$ cat src/rtl/reg_file_pkg.sv
// Shared types for the CPU register file: register selects, write masks and status layout.
package reg_file_pkg;

  typedef enum logic [3:0] {
    R0     = 4'd0,
    R1     = 4'd1,
    R2     = 4'd2,
    R3     = 4'd3,
    R4     = 4'd4,
    R5     = 4'd5,
    R6     = 4'd6,
    R7     = 4'd7,
    R8     = 4'd8,
    R9     = 4'd9,
    R10    = 4'd10,
    SP     = 4'd11,
    LR     = 4'd12,
    PC     = 4'd13,
    PCLINK = 4'd14,
    STATUS = 4'd15
  } reg_e;

  typedef enum logic [1:0] {
    LS8  = 2'd0,
    LS16 = 2'd1,
    LS24 = 2'd2,
    LS32 = 2'd3
  } reg_mask_e;

  typedef enum logic {
    USER       = 1'b0,
    SUPERVISOR = 1'b1
  } cpu_mode_e;

  typedef struct packed {
    logic n;
    logic z;
    logic c;
    logic v;
  } alu_status_t;

  typedef struct packed {
    cpu_mode_e   mode;
    logic        imask;
    alu_status_t alu_status;
  } status_t;

  localparam int unsigned NUM_GPR = 14;  // R0-R10, SP, LR, PC
  localparam status_t STATUS_RESET = '{mode: SUPERVISOR, imask: 1'b1, alu_status: '0};

  function automatic logic [31:0] mask_32(input reg_mask_e m);
    case (m)
      LS8:     return 32'h0000_00FF;
      LS16:    return 32'h0000_FFFF;
      LS24:    return 32'h00FF_FFFF;
      default: return 32'hFFFF_FFFF;
    endcase
  endfunction

endpackage

$ cat src/rtl/reg_file_if.sv
// Register file bus: two read ports, one masked write port, PC advance and ALU flag update.
interface reg_file_if;
  import reg_file_pkg::*;

  reg_e        a_sel;
  logic [31:0] a_data;
  reg_e        b_sel;
  logic [31:0] b_data;
  logic        wr_en;
  reg_e        wr_sel;
  reg_mask_e   wr_mask;
  logic [31:0] wr_data;
  logic        pc_inc;
  logic        flags_wr_en;
  alu_status_t flags_in;
  logic [31:0] pc;
  status_t     status;
  cpu_mode_e   mode;
  logic        imask;

  modport master (
    output a_sel, b_sel, wr_en, wr_sel, wr_mask, wr_data, pc_inc, flags_wr_en, flags_in,
    input  a_data, b_data, pc, status, mode, imask
  );

  modport slave (
    input  a_sel, b_sel, wr_en, wr_sel, wr_mask, wr_data, pc_inc, flags_wr_en, flags_in,
    output a_data, b_data, pc, status, mode, imask
  );
endinterface

$ cat src/rtl/reg_file.sv
// CPU register file with PC/LR linking, privileged STATUS and masked writes.
// Define REG_FILE_BYPASS_EN to forward same-cycle write results to the read ports.
module reg_file
  import reg_file_pkg::*;
(
  input logic       clk,
  input logic       rst,
  reg_file_if.slave bus
);

  logic [31:0] gpr_q [NUM_GPR];
  logic [31:0] gpr_d [NUM_GPR];
  status_t     status_q;
  status_t     status_d;

  logic [31:0] wmask;
  logic [31:0] status_image;
  logic [31:0] status_merged;
  logic        pc_written;

  function automatic logic [31:0] merge(input logic [31:0] old_v, input logic [31:0] new_v,
                                        input logic [31:0] m);
    return (old_v & ~m) | (new_v & m);
  endfunction

  function automatic logic [31:0] read_reg(input reg_e sel, input logic [31:0] regs [NUM_GPR],
                                           input status_t st);
    case (sel)
      PCLINK:  return regs[PC];
      STATUS:  return {26'd0, st};
      default: return regs[sel];
    endcase
  endfunction

  assign wmask         = mask_32(bus.wr_mask);
  assign status_image  = {26'd0, status_q};
  assign status_merged = merge(status_image, bus.wr_data, wmask);
  assign pc_written    = bus.wr_en && (bus.wr_sel == PC || bus.wr_sel == PCLINK);

  // NOTE: every variable driven here gets a default first so no path leaves it unassigned,
  // which is what keeps synthesis from inferring latches.
  always_comb begin
    gpr_d    = gpr_q;
    status_d = status_q;

    if (bus.flags_wr_en) status_d.alu_status = bus.flags_in;
    if (bus.pc_inc && !pc_written) gpr_d[PC] = gpr_q[PC] + 32'd1;

    if (bus.wr_en) begin
      case (bus.wr_sel)
        STATUS: begin
          // User code may only touch the ALU flags; mode and imask are privileged.
          if (status_q.mode == SUPERVISOR) status_d = status_t'(status_merged[5:0]);
          else                             status_d.alu_status = alu_status_t'(status_merged[3:0]);
        end
        PCLINK: begin
          gpr_d[PC] = merge(gpr_q[PC], bus.wr_data, wmask);
          gpr_d[LR] = gpr_q[PC];
        end
        default: gpr_d[bus.wr_sel] = merge(gpr_q[bus.wr_sel], bus.wr_data, wmask);
      endcase
    end
  end

  // NOTE: the register bank is built from flops rather than a RAM macro, so it can and
  // does take the asynchronous reset along with everything else.
  always_ff @(posedge clk or posedge rst) begin
    if (rst) begin
      for (int i = 0; i < NUM_GPR; i++) gpr_q[i] <= '0;
      status_q <= STATUS_RESET;
    end else begin
      // NOTE: non-blocking assignments so every flop samples pre-edge values; LR <= PC
      // on a PCLINK write relies on that.
      gpr_q    <= gpr_d;
      status_q <= status_d;
    end
  end

`ifdef REG_FILE_BYPASS_EN
  logic [31:0] gpr_v [NUM_GPR];
  status_t     status_v;

  // Only registers touched by this cycle's write are forwarded; pc_inc and flag updates are not.
  always_comb begin
    gpr_v    = gpr_q;
    status_v = status_q;
    if (bus.wr_en) begin
      case (bus.wr_sel)
        STATUS: status_v = status_d;
        PCLINK: begin
          gpr_v[PC] = gpr_d[PC];
          gpr_v[LR] = gpr_d[LR];
        end
        default: gpr_v[bus.wr_sel] = gpr_d[bus.wr_sel];
      endcase
    end
  end

  assign bus.a_data = read_reg(bus.a_sel, gpr_v, status_v);
  assign bus.b_data = read_reg(bus.b_sel, gpr_v, status_v);
`else
  assign bus.a_data = read_reg(bus.a_sel, gpr_q, status_q);
  assign bus.b_data = read_reg(bus.b_sel, gpr_q, status_q);
`endif

  assign bus.pc     = gpr_q[PC];
  assign bus.status = status_q;
  assign bus.mode   = status_q.mode;
  assign bus.imask  = status_q.imask;

endmodule
$ cat src/flat_wrapper.sv
// flat-port wrapper written by rule: the top's interface ports become plain ports
module reg_file_flat import reg_file_pkg::*;
  (clk, rst, bus_a_sel, bus_b_sel, bus_wr_en, bus_wr_sel, bus_wr_mask, bus_wr_data, bus_pc_inc, bus_flags_wr_en, bus_flags_in, bus_a_data, bus_b_data, bus_pc, bus_status, bus_mode, bus_imask);
  reg_file_if bus_i ();
  input logic clk;
  input logic rst;
  input wire logic [$bits(bus_i.a_sel)-1:0] bus_a_sel;
  input wire logic [$bits(bus_i.b_sel)-1:0] bus_b_sel;
  input wire logic [$bits(bus_i.wr_en)-1:0] bus_wr_en;
  input wire logic [$bits(bus_i.wr_sel)-1:0] bus_wr_sel;
  input wire logic [$bits(bus_i.wr_mask)-1:0] bus_wr_mask;
  input wire logic [$bits(bus_i.wr_data)-1:0] bus_wr_data;
  input wire logic [$bits(bus_i.pc_inc)-1:0] bus_pc_inc;
  input wire logic [$bits(bus_i.flags_wr_en)-1:0] bus_flags_wr_en;
  input wire logic [$bits(bus_i.flags_in)-1:0] bus_flags_in;
  output wire logic [$bits(bus_i.a_data)-1:0] bus_a_data;
  output wire logic [$bits(bus_i.b_data)-1:0] bus_b_data;
  output wire logic [$bits(bus_i.pc)-1:0] bus_pc;
  output wire logic [$bits(bus_i.status)-1:0] bus_status;
  output wire logic [$bits(bus_i.mode)-1:0] bus_mode;
  output wire logic [$bits(bus_i.imask)-1:0] bus_imask;
  assign bus_i.a_sel = bus_a_sel;
  assign bus_i.b_sel = bus_b_sel;
  assign bus_i.wr_en = bus_wr_en;
  assign bus_i.wr_sel = bus_wr_sel;
  assign bus_i.wr_mask = bus_wr_mask;
  assign bus_i.wr_data = bus_wr_data;
  assign bus_i.pc_inc = bus_pc_inc;
  assign bus_i.flags_wr_en = bus_flags_wr_en;
  assign bus_i.flags_in = bus_flags_in;
  assign bus_a_data = bus_i.a_data;
  assign bus_b_data = bus_i.b_data;
  assign bus_pc = bus_i.pc;
  assign bus_status = bus_i.status;
  assign bus_mode = bus_i.mode;
  assign bus_imask = bus_i.imask;
  reg_file u_core (.clk(clk), .rst(rst), .bus(bus_i));
endmodule
$ cat config.mk
export PLATFORM = sky130hd
export DESIGN_NAME = reg_file_flat
export DESIGN_NICKNAME = d
export VERILOG_FILES = /design/src/rtl/reg_file_pkg.sv /design/src/rtl/reg_file_if.sv /design/src/rtl/reg_file.sv /design/src/flat_wrapper.sv
export SDC_FILE = /design/constraint.sdc
export NUM_CORES = 2
export LEC_CHECK = 0
export BUFFER_PORTS_ARGS = -buffer_cell sky130_fd_sc_hd__clkbuf_2
export CORE_UTILIZATION = 55
export DETAILED_ROUTE_END_ITERATION = 10
export PLACE_DENSITY = 0.73
export SYNTH_ARGS = -nofsm -noshare
export SYNTH_HDL_FRONTEND = slang
export SYNTH_SLANG_ARGS = --single-unit
export TNS_END_PERCENT = 30
$ cat constraint.sdc
create_clock -name clk -period 24.3 [get_ports clk]
set_clock_uncertainty 0.15 [all_clocks]
set_input_delay 4.86 -clock clk [delete_from_list [all_inputs] [get_ports clk]]
set_output_delay 4.86 -clock clk [all_outputs]
set_load 0.05 [all_outputs]
Yosys cells after proc, flatten, opt, wreduce, memory -nomap -nowiden
Cells that the tools add are included.
Widths: inputs -> output; s select.
{"block": "totals", "output_inout_bits": 104, "regBits": 454, "word_cells": 80, "in_bits": 55}
{"block": "op_classes", "eq_ne": 9, "muxes": 22, "n_reduce_logical": 11, "n_lt_le_gt_ge": 4, "n_bitwise": 13, "add_sub_neg": 1}
{"op": "$bwmux 448", "count": 1}
{"op": "$bmux 32 s4", "count": 3}
{"op": "$mux 32", "count": 9}
{"op": "$demux 32 s4", "count": 1}
{"op": "$pmux 32 s2", "count": 2}
{"op": "$pmux 64 s2", "count": 1}
{"op": "$and 32x32->32", "count": 3}
{"op": "$pmux 32 s3", "count": 1}
{"op": "$or 32x32->32", "count": 2}
{"op": "$add 32x1->32 const B", "count": 1}
{"op": "$not 32->32", "count": 1}
{"op": "$eq 4x4->1 const B", "count": 7}
{"op": "$ge 5x5->1 const B", "count": 3}
{"op": "$not 4->5", "count": 3}
{"op": "$mux 4", "count": 3}
{"op": "$and 6x6->6", "count": 1}
{"op": "$or 6x6->6", "count": 1}
{"op": "$reduce_and 2->1", "count": 3}
{"op": "$lt 5x1->1 const B", "count": 1}
{"op": "$logic_and 1x1->1", "count": 3}
{"op": "$reduce_and 3->1", "count": 1}
{"op": "$eq 2x1->1 const B", "count": 1}
{"op": "$eq 2x2->1 const B", "count": 1}
{"op": "$logic_not 2->1", "count": 1}
{"op": "other kinds (5)", "count": 6}

Longest topological paths before layout
{"block": "depth", "ltp_word": 9, "mapped_depth": 11, "mapped_depth_nobuf": 6}

Worst setup path before layout
Ideal clock, no wire load.
{"block": "synth_path", "path_kind": "input to output", "from": "input port bus_a_sel[1]", "to": "output port bus_a_data[16]", "setup_slack_ns": 11.951, "cell_stages": 6, "required_time_ns": 19.290, "arrival_ns": 7.339, "path_cell_list": "clkbuf_1 -> buf_1 -> buf_1 -> mux4_2 -> o22ai_1 -> o21ai_0"}
{"block": "synth_via", "elab_chain_len": 5}
{"element": "from (decl)", "line": "flat_wrapper.sv:7", "text": "input wire logic [$bits(bus_i.a_sel)-1:0] bus_a_sel;"}
{"element": "$not 4->5 (implied by the code)", "line": "reg_file.sv:31", "text": "default: return regs[sel];"}
{"element": "$bmux 32 s4", "line": "reg_file.sv:31"}
{"element": "$mux 32 (implied by the code) (2 in series)", "line": "reg_file.sv:31"}
{"element": "$pmux 32 s2 *", "line": "reg_file.sv:28", "text": "case (sel)"}
{"element": "to (decl)", "line": "flat_wrapper.sv:16", "text": "output wire logic [$bits(bus_i.a_data)-1:0] bus_a_data;"}
Every way passes the cells marked *; elsewhere a longest branch is shown, timed or not. The select of a mux whose other input is x is not followed.

Final worst setup path
{"block": "layout_path", "from": "input port bus_a_sel[1]", "to": "output port bus_a_data[28]"}
The elaborated chain is that of the path after synthesis.

==> flow_metrics.tcl <==
set metrics [dict create \
    status "finished clean" \
    worstPathCellList "buf_4, buf_4, nand3_1, nor2_2, buf_4, nand2_1, o21ai_0, clkbuf_2" \
    viasPerCell 7.313 \
    post_cts_buffers 0 \
    crit_arrival_ns 8.95 \
    dpl.hpwl_um 59420 \
    combPwrFrac_pct 28.7 \
    yosysTopAreaCellShare_pct 39.39 \
    grt_use_total_pct 37.88 \
    max_freq_mhz 71.63 \
    synth.distinct_cells 72 \
    syn_inst 2756 \
    area_growth_pct 7.979 \
    synthFlopType "dfrtp_1" \
    holdCritPathClass "reg2reg" \
    reg2reg_depth 6 \
    cts_sinks 454 \
    grt_overflow 0 \
    cts_tree "done" \
    cts_hold_buf 0 \
    cts.clk_slew.worst_paths_ns 0.06 \
    grt_antenna_before_repair 3 \
    slew_headroom_pct 17.16 \
    clock-root-buffer "clkbuf_16" \
    powerDensity_mw_per_mm2 87.11 \
    hold_violations 0 \
    period_needed_ns 13.96 \
    placement.io_buffers 158 \
    avgSynthCellArea_um2 10.42 \
    crit_top_cell "buf_4" \
    critPathSlowestCell "nor2_2" \
    syn_area_mm2 0.02871 \
    wire_per_inst_um 29.49 \
    drtPass1Iterations 9 \
    die_x_um 230.5 \
    clk_latency_ns 0.62 \
    place_congestion 0.9175 \
    rows 83 \
    htree_levels 2 \
    synth_nets 2812 \
    dpl_cell_area_mm2 0.02931 \
    grt_max_degree 157 \
    p_sw_mw 0.9801 \
    yosysSeqAreaShare_pct 39.58 \
    synth_area_leader_cell "dfrtp_1" \
    synth_seq_cells 454 \
    cts_max_path_buffers 3 \
    layout-drive-gt1-share_pct 23.49 \
    power.total_mw 2.701 \
    swShare_pct 36.29 \
    critPathTopFamily "buffers and inverters" \
    tightest_slew_ns 1.230 \
    final_antenna_net_count 0 \
    grt_pass1_vias 24358 \
    start_util_pct 55.85 \
    synth_edf_count 0 \
    setup_ws_ns 10.34 \
    yosysWarnings 0 \
    fin_crit_sh_pct 57.45 \
    seqPwrFrac_pct 41.7 \
    slew_viol_final 0 \
    instances_no_fill 3401 \
    p_int_mw 1.720 \
    cp_num_buf_inv 4 \
    numCtsBuffers 49 \
    crit_cells 8 \
    p_leak_nw 13.16 \
    final_core_util_pct 60.31 \
    setup_viol 0 \
    wl_um 100300 \
    whs_ns 0.3685 \
    die_h_um 230.5 \
    fillerInstances 4117 \
    worstPathRequired_ns 19.29 \
    async_flop_share_pct 100.0 \
    cpPeakStageDelay_ns 0.83 \
    finalInstanceArea_mm2 0.03100 \
    dieArea_mm2 0.05312 \
    placed_cells 3310 \
    drc 0 \
    crit_fanout 37 \
    ios 159 \
    clkPwrFrac_pct 29.6 \
    vias 24870 \
    worst-setup-path-type "in2out" \
    synth.top_cells.by_area "dfrtp_1, mux4_2, mux2i_1" \
    cp-end-kind "output port" \
    initialDrtViolationCount 3636 \
    preCtsSetupSlack_ns 10.56 \
    cp-start-kind "primary input" \
    tns_ns 0 \
    cap_viol_max_count 0 \
    min_path_cells 1 \
    peakVddDrop_v 0.00004575 \
    grt_pass1_wl_um 151200 \
    nNetsFinal 2737 \
    cts_resized 0 \
    rsz0062_at_grt "false" \
    core_mm2 0.05141 \
]
-- power groups by stage --
stage	Combinational [mW]	Clock [mW]	Sequential [mW]
floorplan	0.646	0	1.04
global placement	0.740	0	1.11
detailed placement	0.758	0	1.12
CTS	0.762	0.801	1.11
global route	0.826	0.830	1.14
finish	0.775	0.801	1.13
-- sequential cells by signal, summed over array words and instances (netlist names) --
name               cells
u_core.gpr_q         416
u_core.bus.mode        1
u_core.bus.status      4
u_core.bus.imask       1
u_core.bus.pc         32
-- final cells by class --
cell class	count	area, um2	area share (%)
clock inverter	19	287.8	0.9282
sequential	454	11360	36.65
antenna	1	2.502	0.008071
tap	680	850.8	2.744
timing repair buffer	205	1190	3.838
multi-input combinational	1958	15850	51.14
inverter	13	56.30	0.1816
clock buffer	71	1399	4.512
-- path summary, 6_finish.rpt --
kind / to / startpoint / slack, ns
worst max-delay path: bus_a_data[28] / bus_a_sel[1] / 10.34
worst min-delay path: u_core.bus.mode / u_core.bus.mode / 0.37
worst max register to register: u_core.bus.pc[26] / u_core.bus.pc[0] / 21.20
worst min register to register: u_core.bus.mode / u_core.bus.mode / 0.37
max in group asynchronous: u_core.gpr_q[162] / rst / 17.27
min in group asynchronous: u_core.gpr_q[375] / rst / 4.27
-- metal layers --
metal	wire (um)	vias up	global-route usage (%)
li1	-	10183	-
met4	6674	8	22.10
met1	36770	12216	49.63
met2	43900	1929	56.34
met3	12920	534	10.80
met5	52	-	0
-- cell usage after synthesis, types with 5 or more instances --
cell type,count
nand2b_1,11
nand3_1,19
inv_1,11
a221oi_1,11
buf_4,40
o22ai_1,58
clkbuf_1,202
a221o_1,5
dfrtp_1,452
a22o_1,11
buf_1,17
mux4_2,187
and3_1,8
o211ai_1,8
nand2_1,410
nor4_1,11
o221ai_1,102
nand4_1,10
a21boi_0,64
a32oi_1,9
a21oi_1,34
mux2_2,137
nor2_1,55
buf_2,66
nor3_1,8
xnor2_1,17
xor2_1,6
o22a_1,6
o21ai_0,440
a22oi_1,20
o21ai_1,12
mux2i_1,242
-- worst reg2reg max path, delay by kind of cell, from the launching register on --
kind	cells	cell delay, ns
xor+xnor	1	0.13
simple gates	3	1.50
compound gates	1	0.19
flops	1	0.66
fa+ha+maj	1	0.34
-- cell usage in the layout, fill, tap and decap left out, types with 4 or more instances in the layout --
cell type / count
nand3_1: 18
dfrtp_1: 452
o21ai_1: 12
a21oi_1: 34
a221oi_1: 11
o211ai_1: 8
nand2_2: 10
clkbuf_2: 152
o22a_1: 6
xnor2_1: 17
a32oi_1: 9
and2_1: 4
nor4_1: 11
buf_4: 49
clkbuf_16: 49
inv_1: 10
nand2_1: 397
clkinv_2: 6
a221o_1: 5
a21boi_0: 64
o21ai_0: 440
a22o_1: 11
mux2_2: 137
o221ai_1: 102
nor2_1: 53
clkbuf_1: 13
bufinv_16: 7
xor2_1: 6
o22ai_1: 58
mux4_2: 187
clkinvlp_4: 4
a22oi_1: 20
nor3_1: 8
nand2b_1: 9
mux2i_1: 242
nand4_1: 10
and3_1: 8
clkbuf_8: 9
-- cell families (layout without fill, tap and decap cells) --
kind of cell / Yosys count / after routing / synth area share [%]
flip-flops: 454 / 454 / 39.58
adder cells (fa/ha/maj): 1 / 1 / 0.04357
AO/OA/AOI/OAI: 805 / 805 / 17.34
buffers and inverters: 344 / 308 / 5.508
other: 0 / 1 / 0
multiplexers: 567 / 567 / 28.56
AND/OR/NAND/NOR: 562 / 562 / 8.275
XOR/XNOR: 23 / 23 / 0.7016
Power figures use the tool's default switching activity.
